[src/rtl/spart_driver.sv]
// spart_driver: configures a SPART peripheral's baud divisor, then echoes
// every received byte back to the transmitter. One bus access per state;
// bus outputs are decoded from the current state only.
module spart_driver (
  input  logic       clk,
  input  logic       rst,
  input  logic [1:0] br_cfg,
  output logic       iocs,
  output logic       iorw,
  output logic [1:0] ioaddr,
  output logic [7:0] db_out,
  input  logic [7:0] db_in,
  output logic [7:0] rx_byte,
  output logic [7:0] echo_cnt,
  output logic       cfg_done
);

  localparam logic [2:0] IDLE     = 3'd0;
  localparam logic [2:0] CFG_LO   = 3'd1;
  localparam logic [2:0] CFG_HI   = 3'd2;
  localparam logic [2:0] POLL_RX  = 3'd3;
  localparam logic [2:0] READ_RX  = 3'd4;
  localparam logic [2:0] POLL_TX  = 3'd5;
  localparam logic [2:0] WRITE_TX = 3'd6;

  localparam logic [1:0] A_BUF    = 2'b00;
  localparam logic [1:0] A_STATUS = 2'b01;
  localparam logic [1:0] A_DIV_LO = 2'b10;
  localparam logic [1:0] A_DIV_HI = 2'b11;

  logic [2:0] state_q, state_d;
  logic [1:0] cfg_q;
  logic [7:0] rx_byte_q;
  logic [7:0] echo_cnt_q;

  // 16x oversample divisor for a 50 MHz clock
  function automatic logic [15:0] divisor(input logic [1:0] sel);
    case (sel)
      2'b00:   divisor = 16'h028B;
      2'b01:   divisor = 16'h0145;
      2'b10:   divisor = 16'h00A3;
      default: divisor = 16'h0051;
    endcase
  endfunction

  // Next-state selection; a baud change is only honoured between echoes
  always_comb begin
    state_d = state_q;
    case (state_q)
      IDLE:     state_d = CFG_LO;
      CFG_LO:   state_d = CFG_HI;
      CFG_HI:   state_d = POLL_RX;
      POLL_RX: begin
        if (br_cfg != cfg_q)  state_d = CFG_LO;
        else if (db_in[1])    state_d = READ_RX;
      end
      READ_RX:  state_d = POLL_TX;
      POLL_TX:  if (db_in[0]) state_d = WRITE_TX;
      WRITE_TX: state_d = (br_cfg != cfg_q) ? CFG_LO : POLL_RX;
      default:  state_d = IDLE;
    endcase
  end

  // State, latched config, captured byte and echo counter
  always_ff @(posedge clk) begin
    if (!rst) begin
      state_q    <= IDLE;
      cfg_q      <= 2'b00;
      rx_byte_q  <= 8'h00;
      echo_cnt_q <= 8'h00;
    end else begin
      state_q <= state_d;
      if (state_q == CFG_LO)   cfg_q      <= br_cfg;
      if (state_q == READ_RX)  rx_byte_q  <= db_in;
      if (state_q == WRITE_TX) echo_cnt_q <= echo_cnt_q + 8'd1;
    end
  end

  // Bus decode; CFG_LO uses br_cfg directly since cfg_q is loaded at its end
  always_comb begin
    iocs     = 1'b1;
    iorw     = 1'b1;
    ioaddr   = A_STATUS;
    db_out   = 8'h00;
    cfg_done = 1'b1;
    case (state_q)
      CFG_LO: begin
        iorw     = 1'b0;
        ioaddr   = A_DIV_LO;
        db_out   = divisor(br_cfg)[7:0];
        cfg_done = 1'b0;
      end
      CFG_HI: begin
        iorw     = 1'b0;
        ioaddr   = A_DIV_HI;
        db_out   = divisor(cfg_q)[15:8];
        cfg_done = 1'b0;
      end
      POLL_RX, POLL_TX: ;
      READ_RX:  ioaddr = A_BUF;
      WRITE_TX: begin
        iorw   = 1'b0;
        ioaddr = A_BUF;
        db_out = rx_byte_q;
      end
      default: begin
        iocs     = 1'b0;
        iorw     = 1'b0;
        ioaddr   = A_BUF;
        cfg_done = 1'b0;
      end
    endcase
  end

  assign rx_byte  = rx_byte_q;
  assign echo_cnt = echo_cnt_q;

endmodule

[config.mk]
export PLATFORM = sky130hd
export DESIGN_NAME = spart_driver
export DESIGN_NICKNAME = d
export VERILOG_FILES = /design/src/rtl/spart_driver.sv
export SDC_FILE = /design/constraint.sdc
export NUM_CORES = 1
export LEC_CHECK = 0
export ABC_AREA = 1
export BUFFER_PORTS_ARGS = -buffer_cell sky130_fd_sc_hd__buf_4
export CORE_MARGIN = 10
export CORE_UTILIZATION = 30
export DETAILED_ROUTE_END_ITERATION = 7
export HOLD_SLACK_MARGIN = 0.05
export SLEW_MARGIN = 20
export SYNTH_ARGS = -nofsm -noshare
export SYNTH_HDL_FRONTEND = slang
export SYNTH_SLANG_ARGS = --single-unit
export TNS_END_PERCENT = 5
[constraint.sdc]
create_clock -name clk -period 1.3 [get_ports clk]
set_input_delay 0.195 -clock clk [delete_from_list [all_inputs] [get_ports clk]]
set_output_delay 0.195 -clock clk [all_outputs]
set_load 0.05 [all_outputs]
# ---- Word level (Yosys, flattened, before mapping)
# Cells that the tools add are included.
dict set report totals {
  register_bits 21
  latchBits 0
  ram_bits 0
  mem_bits_ro 0
  inputBits 12
  out_inout_bits 29
  elab_cells 38
  memories 0
}
dict set report op_classes {
  addsub 1
  multipliers 0
  div_mod_pow 0
  order_cmp 0
  eq_ne 13
  n_shift 0
  n_mux 12
  bitwise 0
  n_reduce_logical 8
}
# cell count
set op_table {}
lappend op_table {{8-bit one-hot mux with 3 select lines} 2}
lappend op_table {{10-bit one-hot mux with 3 select lines} 1}
lappend op_table {{3-bit one-hot mux with 7 select lines} 1}
lappend op_table {{3-bit equality test, second input constant} 3}
lappend op_table {{3-bit 2-to-1 mux} 3}
lappend op_table {{8-bit by 1-bit adder with 8-bit output, second input constant} 1}
lappend op_table {{3-bit by 2-bit equality test with 1-bit output, second input constant} 2}
lappend op_table {{2-bit one-hot mux with 3 select lines} 1}
lappend op_table {{6-bit OR reduction} 1}
lappend op_table {{2-bit by 1-bit equality test with 1-bit output, second input constant} 2}
lappend op_table {{2-bit equality test, second input constant} 2}
lappend op_table {{2-bit logical NOT} 2}
lappend op_table {{4-bit OR reduction} 1}
lappend op_table {{3-bit by 1-bit equality test with 1-bit output, second input constant} 1}
lappend op_table {{3-bit logical NOT} 1}
lappend op_table {{1-bit 2-to-1 mux} 3}
lappend op_table {{3-bit != test, second input constant} 1}
lappend op_table {{3-bit OR reduction} 1}
lappend op_table {{2-bit 2-to-1 mux} 1}
lappend op_table {{2-bit != test} 1}
lappend op_table {{2-bit != test, second input constant} 1}
lappend op_table {{2-bit AND reduction} 1}
lappend op_table {{2-bit OR reduction} 1}

# ---- Logic depth before layout (Yosys ltp)
dict set report depth {
  depth_word 3
  mapped_depth 9
  depth_no_buf 9
}

# ---- Least setup slack after synthesis
# OpenSTA, ideal clock, no wires.
dict set report synth_timing {
  kind {flip-flop to output port}
  from {register state_q[0]}
  to {output db_out[3]}
  arrival_ns 1.908
  required_time_ns 1.105
  setup_slack_ns -0.803
  stages_incl_launch_ff 5
  cell_sequence {dfxtp_1 > inv_2 > nor3_2 > nand2_1 > o21ai_0}
}
dict set report synth_via {
  elab_chain_cells 2
}
# item line
set synth_rtl {}
lappend synth_rtl {{start, declared} 31} ;# logic [2:0] state_q, state_d;
lappend synth_rtl {{start signal, assigned} 72} ;# state_q <= state_d;
lappend synth_rtl {{3-bit equality test, or another cell as far along} 86} ;# case (state_q)
lappend synth_rtl {{8-bit one-hot mux with 3 select lines (*)} 86}
lappend synth_rtl {{end, declared} 11} ;# output logic [7:0] db_out,
# Mark *: on every way between the ends. The rest lies on a longest branch, timed or not.

# ---- Worst setup path in the final report
dict set report layout_timing {
  from {register state_q[2]}
  to {output db_out[3]}
}
# The elaborated chain is that of the path after synthesis.

==> metrics.txt <==
CTS H-tree depth=1; XOR/XNOR Fraction of Synth Area=0.008264; largest family of logic cells by synthesized area=simple AND/OR/NAND/NOR gates; worst r2r src=state_q[2]; DR vias=1250; simple-gate area share of the yosys netlist=0.3648; Power Dens Cells=approximately 840 nW/um2; Switch Pwr=about 0.53 mW; type of origin of the critical path=flip-flop; CTS max path bufs=2; antenna violations before repair=0; unrepaired setup endpoints after global routing=yes; grt met2 use=0.1917; largest net degree at the start of global routing=15; Post-Synthesis Net Count=172; crit path DAT=1.46 ns; vias in the first global route=1307; Starting Density=0.3151; Worst-Margin Slew=between 0.3 and 0.4 ns; synthesized flop and latch total=21; Fin Clk Skew=0.007914 ns; worst stage delay on the critical path=0.39 ns; top-level I/O count=41; Critical Path RT=roughly 1.1 ns; Final Critical Period=1.657 ns; Mapped Area=1060 um2; Pre-antenna DRT Iters=4; Area Overhead vs Synth=67.41%; Sw Ratio=0.3543; Leak Pwr=0.8374 nW; Total Neg Setup Slack=-3.779 ns; Post-Synth Adder-Cell Area=0.01181; Final period util=1.274; hold_buf cts=0; Die H=79.44 um; row cnt=21; CTS Buf Count=3; layer carrying the most global-route usage=met2; CTS tree=yes; M3 GR Usage=0.04955; maximum vdd drop=between 0.4 and 0.5 mV; Gate power share=0.338; family with the most delay on the worst path=buffers and inverters; Seq/Total Area, Yosys=0.3967; # diodes=0; CP startpoint=state_q[2]; Max-slew headroom=0.7987; Worst Setup End Kind=primary output; Clock Power Share=0.212; hold_sp=db_in[2]; vias per cell=~4.7; Max Cap Violations=0; DRT antenna net count=0; Die X=79.44 um; GR Util met1=0.1309; failing checks=setup timing; gr usage total=0.1149; critical-path cell list=buf_4 -> nand3_4 -> inv_4 -> buf_4 -> nand2_1 -> o21ai_4 -> buf_6; initial drt markers=69; grt total ovfl=0; proportion of layout cells with a drive suffix above 1=0.4128; Clock Latency Late Sink=0.30 ns; final wirelength=about 3400 um; Post-Place Worst Slack=-0.1006 ns; post-DP HPWL=approximately 2700 um; Min-Delay Path Class=input pin to flip-flop; Int Pwr=between 0.9 and 1 mW; Netlist cell types=23; WP buf/inv=4; placer's final routability congestion estimate=0.8042; WL/cell=12.70 um; critical path's slowest cell=dfxtp_4; Synth Area in Compound Gates=0.1311; # port buffers=40; Nets=232; Top cell by count, worst path=buf_4; Synth Warn #=0; clk sinks=21; final setup fails=15; critical path type=flip-flop to primary output; die area=6310 um2; mux cell area share after synthesis=0; Avg Cell Area, Syn=6.665 um2; final worst slack=-0.3568 ns; Fin. Hold Viols=0; Sequential Power Share=0.450; Clock transition at path regs=approximately 0.13 ns; DRC viols=0; Mapped Cells=159; status=finished, violations left; root buf cell=clkbuf_4; first-pass GRT wire length=approximately 6000 um; max-slew violations=0; CP max FO=6; Pwr Total=1.499 mW; CORE AREA=3363 um2; highest clock rate=just over 600 MHz
-- layer usage --
metal,vias to the layer above,wire length (um)
met5,-,0
met4,0,22
met3,2,263
met2,25,1691
met1,594,1376
li1,629,-
-- what timing repair did --
action | CTS | global route
pin swaps | 2 | 0
resized for setup | 26 | 6
buffers inserted | 0 | 0
setup endpoints to repair | 17 | 24
cloned | 0 | 0
-- worst paths after layout --
kind | end | slack [ns] | cells past startpoint
setup / recovery | db_out[3] | -0.36 | 7
hold / removal | rx_byte[2] | 0.10 | 3
setup reg to reg | echo_cnt[7] | -0.03 | 10
hold reg to reg | echo_cnt[1] | 0.50 | 2
-- cell usage in the layout (no fill, tap or decap), drive strengths merged --
cell type | netlist | layout
buf | 0 | 56
nand2 | 37 | 37
nor2 | 32 | 32
inv | 23 | 23
dfxtp | 21 | 21
o21ai | 15 | 15
a21oi | 8 | 8
nand3 | 7 | 7
nor3 | 6 | 6
nand4 | 3 | 3
clkbuf | 1 | 3
a32oi | 1 | 1
o31ai | 1 | 1
xor2 | 1 | 1
a211oi | 1 | 1
nor4 | 1 | 1
ha | 1 | 1
clkinv | 0 | 1
-- metrics by stage --
| step | cells | util | hold WS [ns] | cell area, um2 |
|---|---|---|---|---|
| 6_report | 264 | 0.5275 | 0.1042 | 1774 |
| 5_1_grt | 264 | 0.5275 | 0.1012 | 1774 |
| 4_1_cts | 264 | 0.5231 | 0.1008 | 1759 |
| 3_5_place_dp | 260 | 0.4847 | 0.4275 | 1630 |
| 3_3_place_gp | 260 | 0.4847 | 0.4207 | 1630 |
| 2_1_floorplan | 159 | - | 0.3299 | 1156 |
-- worst register-to-register path: cells and delay by family (launching register included) --
| family | cells | cell delay, ns |
|---|---|---|
| and+or+nand+nor | 6 | 0.49 |
| buffers and inverters | 4 | 0.40 |
| DFF | 1 | 0.39 |
-- cell families (layout without fill, tap and decap cells) --
| logic type | count (synthesis) | after routing |
|---|---|---|
| XOR/XNOR | 1 | 1 |
| adder cells (fa/ha/maj) | 1 | 1 |
| AO/OA/AOI/OAI | 26 | 26 |
| AND/OR/NAND/NOR | 86 | 86 |
| flip-flops | 21 | 21 |
| buffers and inverters | 24 | 83 |
-- registers in the layout, summed over array words and instances (netlist names) --
| name | cells |
|---|---|
| cfg_q | 2 |
| echo_cnt | 8 |
| rx_byte | 8 |
| state_q | 3 |
-- area by class of cell --
class | count | area (um2)
fill | 346 | 1589
multi-input combinational | 114 | 684.4
timing repair buffer | 56 | 476.7
sequential | 21 | 434.2
inverter | 23 | 93.84
tap | 46 | 57.56
clock buffer | 3 | 22.52
clock inverter | 1 | 5.005
-- power groups by stage --
stage | combinational, mW | clock, mW | sequential [mW]
3_3_place_gp | 0.453 | 0 | 0.687
5_1_grt | 0.540 | 0.363 | 0.677
6_report | 0.506 | 0.318 | 0.675
4_1_cts | 0.501 | 0.328 | 0.675
2_1_floorplan | 0.263 | 0 | 0.705
3_5_place_dp | 0.454 | 0 | 0.687
-- cells in the mapped netlist --
| cell | count | area share |
|---|---|---|
| nand2_1 | 37 | 0.13 |
| nor2_1 | 30 | 0.11 |
| dfxtp_1 | 21 | 0.40 |
| inv_1 | 21 | 0.074 |
| o21ai_0 | 15 | 0.071 |
| a21oi_1 | 8 | 0.038 |
| nand3_1 | 5 | 0.024 |
| nor3_1 | 4 | 0.019 |
| nand4_1 | 3 | 0.018 |
| nor3_2 | 2 | 0.019 |
| a211oi_1 | 1 | 0.0071 |
| a32oi_1 | 1 | 0.0083 |
| clkbuf_1 | 1 | 0.0035 |
| ha_1 | 1 | 0.012 |
| inv_2 | 1 | 0.0035 |
| inv_4 | 1 | 0.0059 |
| nand3_2 | 1 | 0.0094 |
| nand3_4 | 1 | 0.017 |
| nor2_2 | 1 | 0.0059 |
| nor2_4 | 1 | 0.011 |
| nor4_1 | 1 | 0.0059 |
| o31ai_1 | 1 | 0.0071 |
| xor2_1 | 1 | 0.0083 |
No activity file was read; power rests on OpenSTA's default activity.
